## config.mk

```make
export PLATFORM = sky130hd
export DESIGN_NAME = mem_arbiter
export DESIGN_NICKNAME = d
export VERILOG_FILES = /design/src/rtl/mem_arbiter_pkg.sv /design/src/rtl/mem_arbiter.sv
export SDC_FILE = /design/constraint.sdc
export NUM_CORES = 1
export LEC_CHECK = 0
export CAP_MARGIN = 10
export CORE_ASPECT_RATIO = 0.9
export CORE_MARGIN = 8
export CORE_UTILIZATION = 24
export DETAILED_ROUTE_END_ITERATION = 10
export PLACE_DENSITY = 0.88
export SETUP_SLACK_MARGIN = 0.5
export SYNTH_ARGS = -nofsm -noshare
export SYNTH_HDL_FRONTEND = slang
export SYNTH_SLANG_ARGS = --single-unit
export TNS_END_PERCENT = 30
```

## constraint.sdc

```tcl
create_clock -name clk -period 4.1 [get_ports clk]
set_clock_uncertainty 0.2 [all_clocks]
set_input_delay 1.025 -clock clk [delete_from_list [all_inputs] [get_ports clk]]
set_output_delay 1.025 -clock clk [all_outputs]
set_load 0.1 [all_outputs]
```

## src/rtl/mem_arbiter_pkg.sv

```systemverilog
// Shared types for the two-requester memory arbiter: grant owner and the
// round-robin tie-break rule.
package mem_arbiter_pkg;

  typedef enum logic {
    GRANT_INSTR = 1'b0,
    GRANT_DATA  = 1'b1
  } grant_t;

  // On a tie the requester that did not win last time is served.
  function automatic grant_t tie_winner(input grant_t last_grant);
    return (last_grant == GRANT_INSTR) ? GRANT_DATA : GRANT_INSTR;
  endfunction

endpackage

```

## src/rtl/mem_arbiter.sv

```systemverilog
// Round-robin arbiter sharing one memory port between an instruction and a
// data requester; one FSM plus a combinational output mux.
module mem_arbiter
  import mem_arbiter_pkg::*;
(
  input  logic        clk,
  input  logic        reset,
  input  logic [19:1] instr_m_addr,
  input  logic        instr_m_access,
  output logic        instr_m_ack,
  output logic [15:0] instr_m_data_in,
  input  logic [19:1] data_m_addr,
  input  logic [15:0] data_m_data_out,
  input  logic        data_m_access,
  input  logic        data_m_wr_en,
  input  logic [1:0]  data_m_bytesel,
  output logic        data_m_ack,
  output logic [15:0] data_m_data_in,
  output logic [19:1] q_m_addr,
  output logic [15:0] q_m_data_out,
  output logic        q_m_access,
  output logic        q_m_wr_en,
  output logic [1:0]  q_m_bytesel,
  input  logic        q_m_ack,
  input  logic [15:0] q_m_data_in
);

  // Handshake: a requester holds access until its ack; ack is q_m_ack passed
  // through in the same cycle, only to the granted side, only while serving.
  typedef enum logic [1:0] {
    IDLE        = 2'd0,
    SERVE_INSTR = 2'd1,
    SERVE_DATA  = 2'd2
  } state_t;

  state_t state, state_next;
  grant_t last_grant, last_grant_next;

  always_ff @(posedge clk or negedge reset) begin
    if (!reset) begin
      state      <= IDLE;
      last_grant <= GRANT_INSTR;
    end else begin
      state      <= state_next;
      last_grant <= last_grant_next;
    end
  end

  always_comb begin
    state_next      = state;
    last_grant_next = last_grant;
    case (state)
      IDLE: begin
        if (instr_m_access && data_m_access) begin
          last_grant_next = tie_winner(last_grant);
          state_next = (tie_winner(last_grant) == GRANT_DATA) ? SERVE_DATA : SERVE_INSTR;
        end else if (data_m_access) begin
          last_grant_next = GRANT_DATA;
          state_next      = SERVE_DATA;
        end else if (instr_m_access) begin
          last_grant_next = GRANT_INSTR;
          state_next      = SERVE_INSTR;
        end
      end
      // Completion or abort both end the grant; an IDLE cycle always follows.
      SERVE_INSTR: if (!instr_m_access || q_m_ack) state_next = IDLE;
      SERVE_DATA:  if (!data_m_access || q_m_ack) state_next = IDLE;
      default:     state_next = IDLE;
    endcase
  end

  always_comb begin
    q_m_addr     = '0;
    q_m_data_out = '0;
    q_m_access   = 1'b0;
    q_m_wr_en    = 1'b0;
    q_m_bytesel  = 2'b00;
    instr_m_ack  = 1'b0;
    data_m_ack   = 1'b0;
    case (state)
      SERVE_INSTR: begin
        q_m_addr    = instr_m_addr;
        q_m_access  = instr_m_access;
        q_m_bytesel = 2'b11;
        instr_m_ack = q_m_ack;
      end
      SERVE_DATA: begin
        q_m_addr     = data_m_addr;
        q_m_data_out = data_m_data_out;
        q_m_access   = data_m_access;
        q_m_wr_en    = data_m_wr_en;
        q_m_bytesel  = data_m_bytesel;
        data_m_ack   = q_m_ack;
      end
      default: ;
    endcase
  end

  assign instr_m_data_in = q_m_data_in;
  assign data_m_data_in  = q_m_data_in;

endmodule

```

==> Word-level counts from Yosys, hierarchy flattened <==
Index checks and enable logic that the tools add are counted.
{ "totals": {"register_bits": 3, "inputBits": 78, "out_inout_bits": 73} }
{ "op_classes": {"eq_ne": 5, "muxes": 18, "n_reduce_logical": 9} }
{ "ops": {"columns": ["cell", "n"], "rows": [
  ["$pmux 19 s2", 1],
  ["$mux 16", 1],
  ["$mux 2", 6],
  ["$mux 1", 7],
  ["$pmux 2 s3", 1],
  ["$ne 2x2->1 const B", 2],
  ["$ne 4x4->1 const B", 1],
  ["$pmux 2 s2", 1],
  ["$reduce_and 3->1", 1],
  ["$reduce_bool 3->1", 1],
  ["$eq 2x1->1 const B", 1],
  ["$eq 2x2->1 const B", 1],
  ["$logic_not 1->1", 2],
  ["$logic_not 2->1", 1],
  ["$logic_or 1x1->1", 2],
  ["$pmux 1 s2", 1],
  ["$reduce_and 2->1", 1],
  ["$logic_and 1x1->1", 1]
]} }

==> Longest topological paths before layout <==
Gate-level depths: netlist of the first run.
{ "logic_depth": {"word_depth": 4, "mapped_depth": 5, "ltp_nobuf": 5} }

==> Worst setup path after synthesis of the first run <==
OpenSTA, ideal clock, no wires.
{ "synth_path": {"path_kind": "in2out", "start": "in instr_m_addr[18] (netlist name)", "end": "out q_m_addr[18] (netlist name)", "t_arrival_ns": 2.442, "required_time_ns": 2.875, "path_slack_ns": 0.433, "cell_stages": 2, "cell_sequence": "a22oi_1 nor2b_1"} }
{ "synth_via": {"elab_chain_len": 1} }
{ "synth_lines": {"columns": ["item", "line", "text"], "rows": [
  ["start, declared", "mem_arbiter.sv:8", "input logic [19:1] instr_m_addr,"],
  ["$pmux 19 s2", "mem_arbiter.sv:80", "case (state)"],
  ["end, declared", "mem_arbiter.sv:19", "output logic [19:1] q_m_addr,"]
]} }
Every way passes these cells.

==> Worst setup path in the final report of the first run <==
{ "layout_path": {"start": "in instr_m_access", "end": "out q_m_access"} }
{ "layout_via": {"elab_chain_len": 1} }
{ "layout_lines": {"columns": ["item", "line", "text"], "rows": [
  ["start, declared", "mem_arbiter.sv:9", "input logic instr_m_access,"],
  ["$pmux 1 s2", "mem_arbiter.sv:80", null],
  ["end, declared", "mem_arbiter.sv:21", "output logic q_m_access,"]
]} }
Every way passes these cells.

==> impl_metrics.env, run 1 <==
export IMPL_ys_seq_area_share_pct=8.25
export IMPL_synth_seq_cells=3
export IMPL_cts_sinks=3
export IMPL_num_io_pins=151
export IMPL_synth_nets=205
export IMPL_synth_xor_area_share_pct=0
export IMPL_synthToLayoutAreaGrowth_pct=119
export IMPL_drv_cap=0
export IMPL_ys_top_cells_by_area="buf_4 28%, a22oi_1 17%, nor2b_1 14%"
export IMPL_seqCellArea_sq_um=75.1
export IMPL_cts_root_buf="clkbuf_8"
export IMPL_grt_pass1_vias=1147
export IMPL_synth_cell_types=19
export IMPL_worst_pin_slew_ps=611
export IMPL_insertedDiodeCount=0
export IMPL_path_clk_slew_ps=30
export IMPL_numPortBuffers=102
export IMPL_synth_simple_area_share_pct=29.4
export IMPL_antenna_found_initial=0
export IMPL_dieWidth_microns=80.9
export IMPL_setup_tns_ps=0
export IMPL_gp_congestion=0.782
export IMPL_power_density_mw_per_mm2=854
export IMPL_synth_area_per_cell_sq_um=7.34
export IMPL_grt_max_degree=25
export IMPL_fin_ws_ps=647
export IMPL_cts_resized=0
export IMPL_ant_nets=0
export IMPL_hold_path_class="flip-flop to flip-flop"
export IMPL_die_area_sq_mm=0.00602
export IMPL_fin_crit_sh_pct=84.2
export IMPL_cts_tree="yes"
export IMPL_yosysTopAreaCell="buf_4"
export IMPL_htree_levels=1
export IMPL_drive_above_1_share_pct=28.6
export IMPL_required_ps=2870
export IMPL_nets=274
export IMPL_overflow=0
export IMPL_drt_iter0_drc=31
export IMPL_cts_setup_buffers=0
export IMPL_final_min_clock_period_ps=3450
export IMPL_drc=0
export IMPL_place_hpwl_mm=3.58
export IMPL_fmax_mhz=290
export IMPL_wl_mm=4.23
export IMPL_status="completed"
export IMPL_start_util_pct=24.7
export IMPL_yosys_warnings=0
export IMPL_coreArea_sq_mm=0.00368
export IMPL_total_leakage_power_nw=0.789
export IMPL_track_usage_pct=13.0
export IMPL_synth_area_sq_um=910
export IMPL_syn_inst=124
export IMPL_dp_slack_ps=649
export IMPL_peakVddDrop_uv=381
export IMPL_clk_latency_ps=220
export IMPL_end_kind="output port"
export IMPL_numCtsBuffers=3
export IMPL_synth_top_family_by_area="buffers and inverters"
export IMPL_slew_viol_final=0
export IMPL_rsz0062_at_grt="no"
export IMPL_cp_start_kind="primary input"
export IMPL_grt_pass1_wl_mm=6.18
export IMPL_synth_top_area_share_pct=28.1
export IMPL_synth_fa_ha_area_share_pct=4.13
export IMPL_crit_type="primary input to output port"
export IMPL_crit_fanout=7
export IMPL_slew_headroom_pct=59.3
export IMPL_dr_total_vias=1104
export IMPL_ctsHoldBuffers=0
export IMPL_cp_arrival_ps=2230
export IMPL_cts_path_max_buffers=2
export IMPL_multi_input_area_sq_um=556
export IMPL_firstDrtPassIters=4
export IMPL_n_fill_cell=349
export IMPL_wl_per_cell_microns=17.8
export IMPL_num_rows=21
export IMPL_yosys_mux_area_fraction_pct=0
export IMPL_finalSetupViolCount=0
export IMPL_dieHeight_microns=74.4
export IMPL_hold_viol_final=0
export IMPL_via_per_inst=4.64
export IMPL_synth_compound_area_share_pct=25.9
==> routing by layer <==
| layer | GRT usage, % | wire length [microns] | vias up |
|---|---|---|---|
| li1 | - | - | 525 |
| met1 | 13.2 | 1570 | 497 |
| met2 | 23.2 | 2110 | 76 |
| met3 | 5.31 | 498 | 6 |
| met4 | 5.15 | 47 | 0 |
| met5 | 0 | 0 | - |
==> state kept, by name (all words and copies together) (netlist names) <==
register and count:
state 2, last_grant 1
==> layout by cell type, fill, tap and decap left out <==
| master | n |
|---|---|
| buf_4 | 18 |
| buf_12 | 25 |
| and2b_1 | 1 |
| a31oi_1 | 1 |
| ha_1 | 3 |
| nor2b_2 | 6 |
| a22o_1 | 1 |
| clkbuf_8 | 3 |
| a22oi_1 | 20 |
| o21ai_1 | 2 |
| nor2b_1 | 15 |
| a21oi_1 | 4 |
| clkdlybuf4s50_1 | 61 |
| a21bo_2 | 1 |
| nand2_1 | 1 |
| dfrtp_1 | 3 |
| and2_1 | 20 |
| inv_1 | 3 |
| a21oi_2 | 1 |
| clkbuf_1 | 1 |
| o2111ai_1 | 1 |
| a22oi_2 | 1 |
==> synth_stat cells <==
library cell	number
a22oi_2	1
o2111ai_1	1
a31oi_1	1
o21ai_1	2
ha_1	3
a22o_1	1
dfrtp_1	3
nor2b_1	21
buf_2	4
buf_4	34
nand2_1	1
and2_1	20
clkbuf_1	2
inv_1	3
a22oi_1	20
and2b_1	1
a21oi_2	1
a21oi_1	4
a21bo_2	1
==> worst paths after layout <==
path | from | endpoint | slack [ps] | cells past startpoint
worst max-delay path | instr_m_access | q_m_access | 650 | 4
worst min-delay path | last_grant | last_grant | 340 | 1
worst max register to register | state[0] | state[1] | 2080 | 6
worst min register to register | last_grant | last_grant | 340 | 1
max in group asynchronous | reset | state[1] | 2770 | 1
min in group asynchronous | reset | state[0] | 790 | 1
==> area by class of cell <==
| cell class | instances | share of cell area (%) |
|---|---|---|
| Clock buffer | 4 | 2.26 |
| Inverter | 3 | 0.566 |
| Multi-Input combinational cell | 78 | 27.9 |
| Sequential cell | 3 | 3.77 |
| Tap cell | 46 | 2.89 |
| Timing Repair Buffer | 104 | 62.6 |
==> cells by family (layout without fill, tap and decap cells) <==
| logic type | Yosys count | after routing |
|---|---|---|
| AO/OA/AOI/OAI | 32 | 32 |
| adder cells (fa/ha/maj) | 3 | 3 |
| AND/OR/NAND/NOR | 43 | 43 |
| buffers and inverters | 43 | 111 |
| flip-flops | 3 | 3 |
==> metrics by stage <==
step / cell area (sq um) / hold slack [ps] / std cells / total power [mW] / utilization (%)
6_report: 1990 / 342 / 238 / 1.70 / 54.1
4_1_cts: 1990 / 338 / 238 / 1.72 / 54.1
3_3_place_gp: 1950 / 309 / 234 / 1.61 / 52.9
3_5_place_dp: 1950 / 335 / 234 / 1.63 / 52.9
5_1_grt: 1990 / 369 / 238 / 1.77 / 54.1
2_1_floorplan: 925 / 281 / 124 / 1.27 / -
==> report_power, final <==
part | internal [mW] | leakage (nW) | switching, mW
clock | 0.0663 | 0.0228 | 0.0193
sequential | 0.0428 | 0.0370 | 0.0112
combinational | 0.519 | 0.729 | 1.04
total | 0.628 | 0.789 | 1.07
==> worst max-delay path: stages <==
cell and delay, ps:
clkdlybuf4s50_1 520, a22o_1 320, and2_1 190, buf_12 170
Note: power is estimated with default switching activity, not from simulation.
==> inputs of run 2 (changes only) <==
--- a/config.mk
+++ b/config.mk
@@ -8,9 +8,9 @@
 export CAP_MARGIN = 10
 export CORE_ASPECT_RATIO = 0.9
 export CORE_MARGIN = 8
-export CORE_UTILIZATION = 24
+export CORE_UTILIZATION = 20
 export DETAILED_ROUTE_END_ITERATION = 10
-export PLACE_DENSITY = 0.88
+export PLACE_DENSITY = 0.79
 export SETUP_SLACK_MARGIN = 0.5
 export SYNTH_ARGS = -nofsm -noshare
 export SYNTH_HDL_FRONTEND = slang
==> constraint.sdc (replaced) <==
create_clock -name clk -period 2.9 [get_ports clk]
set_clock_uncertainty 0.2 [all_clocks]
set_input_delay 0.725 -clock clk [delete_from_list [all_inputs] [get_ports clk]]
set_output_delay 0.725 -clock clk [all_outputs]
set_load 0.1 [all_outputs]
==> run 2 against run 1 <==
  * Setup slack got worse by 220 ps
  * Global-route usage fell by 0.069 points
  * Die area rose by 16%
  * Wire length rose by 11%
  * Final cell count rose by 12%
  * Sequential power rose by 46%
  * Non-clock buffer count rose by 13
  * Clock-buffer cell count did not move
  * Sequential cell count did not move
  * Largest cell class unchanged
==> impl_metrics.env, run 2 (synthesis gave the netlist of run 1 again) <==
export IMPL_gp_congestion=0.718
export IMPL_place_inst=252
export IMPL_path_clk_slew_ps=30
export IMPL_required_ps=1980
export IMPL_internal_power_mw=1.42
export IMPL_finalSetupViolCount=0
export IMPL_cts_sinks=3
export IMPL_final_cell_mix="44 x buf_12, 43 x dlygate4sd2_1, 21 x nor2b_4, 20 x a22oi_2, 18 x clkdlybuf4s50_1"
export IMPL_combPwrFrac_pct=93.8
export IMPL_track_usage_pct=12.9
export IMPL_ctsHoldBuffers=0
export IMPL_dieWidth_microns=87.1
export IMPL_grt_pass1_wl_mm=7.05
export IMPL_total_leakage_power_nw=1.08
export IMPL_hold_viol_final=0
export IMPL_grt_pass1_vias=1372
export IMPL_worst_pin_slew_ps=252
export IMPL_cp_arrival_ps=1540
export IMPL_final_core_util_pct=60.2
export IMPL_drive_above_1_share_pct=55.1
export IMPL_cts_tree="yes"
export IMPL_dieHeight_microns=80.0
export IMPL_fin_ws_ps=432
export IMPL_wl_mm=4.69
export IMPL_nets=287
export IMPL_insertedDiodeCount=0
export IMPL_ant_nets=0
export IMPL_drt_iter0_drc=18
export IMPL_final_min_clock_period_ps=2470
export IMPL_fin_crit_sh_pct=85.1
export IMPL_p_sw_share_pct=55.0
export IMPL_drv_cap=0
export IMPL_overflow=0
export IMPL_num_io_pins=151
export IMPL_num_rows=23
export IMPL_die_area_sq_mm=0.00697
export IMPL_end_kind="output port"
export IMPL_numCtsBuffers=3
export IMPL_start_util_pct=20.7
export IMPL_cts_path_max_buffers=2
export IMPL_place_hpwl_mm=3.58
export IMPL_coreArea_sq_mm=0.00440
export IMPL_top_register="state"
export IMPL_hold_path_class="flip-flop to flip-flop"
export IMPL_htree_levels=1
export IMPL_slew_headroom_pct=83.2
export IMPL_p_switching_mw=1.74
export IMPL_numPortBuffers=102
export IMPL_dr_total_vias=1151
export IMPL_via_per_inst=4.31
export IMPL_setup_tns_ps=0
export IMPL_wl_per_cell_microns=17.6
export IMPL_drc=0
export IMPL_dp_slack_ps=131
export IMPL_rsz0062_at_grt="yes"
export IMPL_cp_start_kind="primary input"
export IMPL_final_common_cell="buf_12"
export IMPL_grt_max_degree=18
export IMPL_crit_fanout=5
export IMPL_crit_type="primary input to output port"
export IMPL_slew_viol_final=0
export IMPL_top_regs="state (2), last_grant (1)"
export IMPL_power_density_mw_per_mm2=1190
export IMPL_final_cells=267
export IMPL_firstDrtPassIters=3
export IMPL_pwr_share_clk_pct=3.7
export IMPL_cts_root_buf="clkbuf_8"
export IMPL_status="completed"
export IMPL_holdWs_ps=329
export IMPL_synthToLayoutAreaGrowth_pct=192
export IMPL_antenna_found_initial=0
export IMPL_fmax_mhz=405
export IMPL_largest_register_ffs=2
export IMPL_seq_power_share_pct=2.5
export IMPL_clk_latency_ps=210
export IMPL_peakVddDrop_uv=520
run 2: changes by cell type in the layout (fill, tap and decap cells not counted), moves of 3 or more:
| cell | before | now |
|---|---|---|
| clkdlybuf4s50_1 | 61 | 18 |
| dlygate4sd2_1 | 0 | 43 |
| nor2b_4 | 0 | 21 |
| a22oi_1 | 20 | 1 |
| a22oi_2 | 1 | 20 |
| buf_12 | 25 | 44 |
| nor2b_1 | 15 | 0 |
| buf_4 | 18 | 6 |
| nor2b_2 | 6 | 0 |
| and2_1 | 20 | 16 |
| and2_4 | 0 | 3 |
| buf_6 | 0 | 3 |
| ha_1 | 3 | 0 |
| ha_4 | 0 | 3 |
run 2: per-stage QoR:
stage | cell area, sq um | power, mW
global route | 2650 | 3.27
finish | 2650 | 3.16
global placement | 2350 | 2.70
floorplan | 1070 | 2.01
detailed placement | 2350 | 2.72
CTS | 2610 | 3.13
run 2: critical path, cell delays in order:
cell	delay [ps]
dlygate4sd2_1	280
a22o_1	230
and2_4	150
buf_12	160
run 2: worst paths after layout:
| check | startpoint | end | slack [ps] | cells past startpoint |
|---|---|---|---|---|
| max | data_m_access | q_m_access | 430 | 4 |
| min | last_grant | last_grant | 330 | 1 |
| max reg2reg | state[0] | state[0] | 1080 | 8 |
| min reg2reg | last_grant | last_grant | 330 | 1 |
| max in group asynchronous | reset | state[0] | 1860 | 1 |
| min in group asynchronous | reset | last_grant | 500 | 1 |
run 2: power groups by stage:
| stage | sequential [mW] | clock [mW] | combinational (mW) |
|---|---|---|---|
| 5_1_grt | 0.0806 | 0.125 | 3.07 |
| 3_3_place_gp | 0.0718 | 0 | 2.62 |
| 6_report | 0.0789 | 0.118 | 2.96 |
| 3_5_place_dp | 0.0730 | 0 | 2.64 |
| 4_1_cts | 0.0784 | 0.122 | 2.93 |
| 2_1_floorplan | 0.0707 | 0 | 1.94 |
run 2: repair_timing:
action / 4_1_cts / 5_1_grt
resized for setup: 82 / 1
pin swaps: 25 / 3
endpoints found under the setup margin: 41 / 41
gates cloned: 2 / 1
buffers inserted: 6 / 2
run 2: final cells by class:
class,instances,area [sq um]
clock buffer,4,45.0
fill,376,1750
inverter,3,11.3
multi-input combinational,78,847
sequential,3,75.1
tap,62,77.6
timing repair buffer,117,1600
run 2: per-layer routing:
metal	track usage, %	part of all wire (%)	wire (microns)	vias up
li1	-	-	-	551
met1	12.9	35	1660	519
met2	24.2	53	2490	69
met3	4.32	10	480	12
met4	4.81	1.3	60	0
met5	0	0	0	-
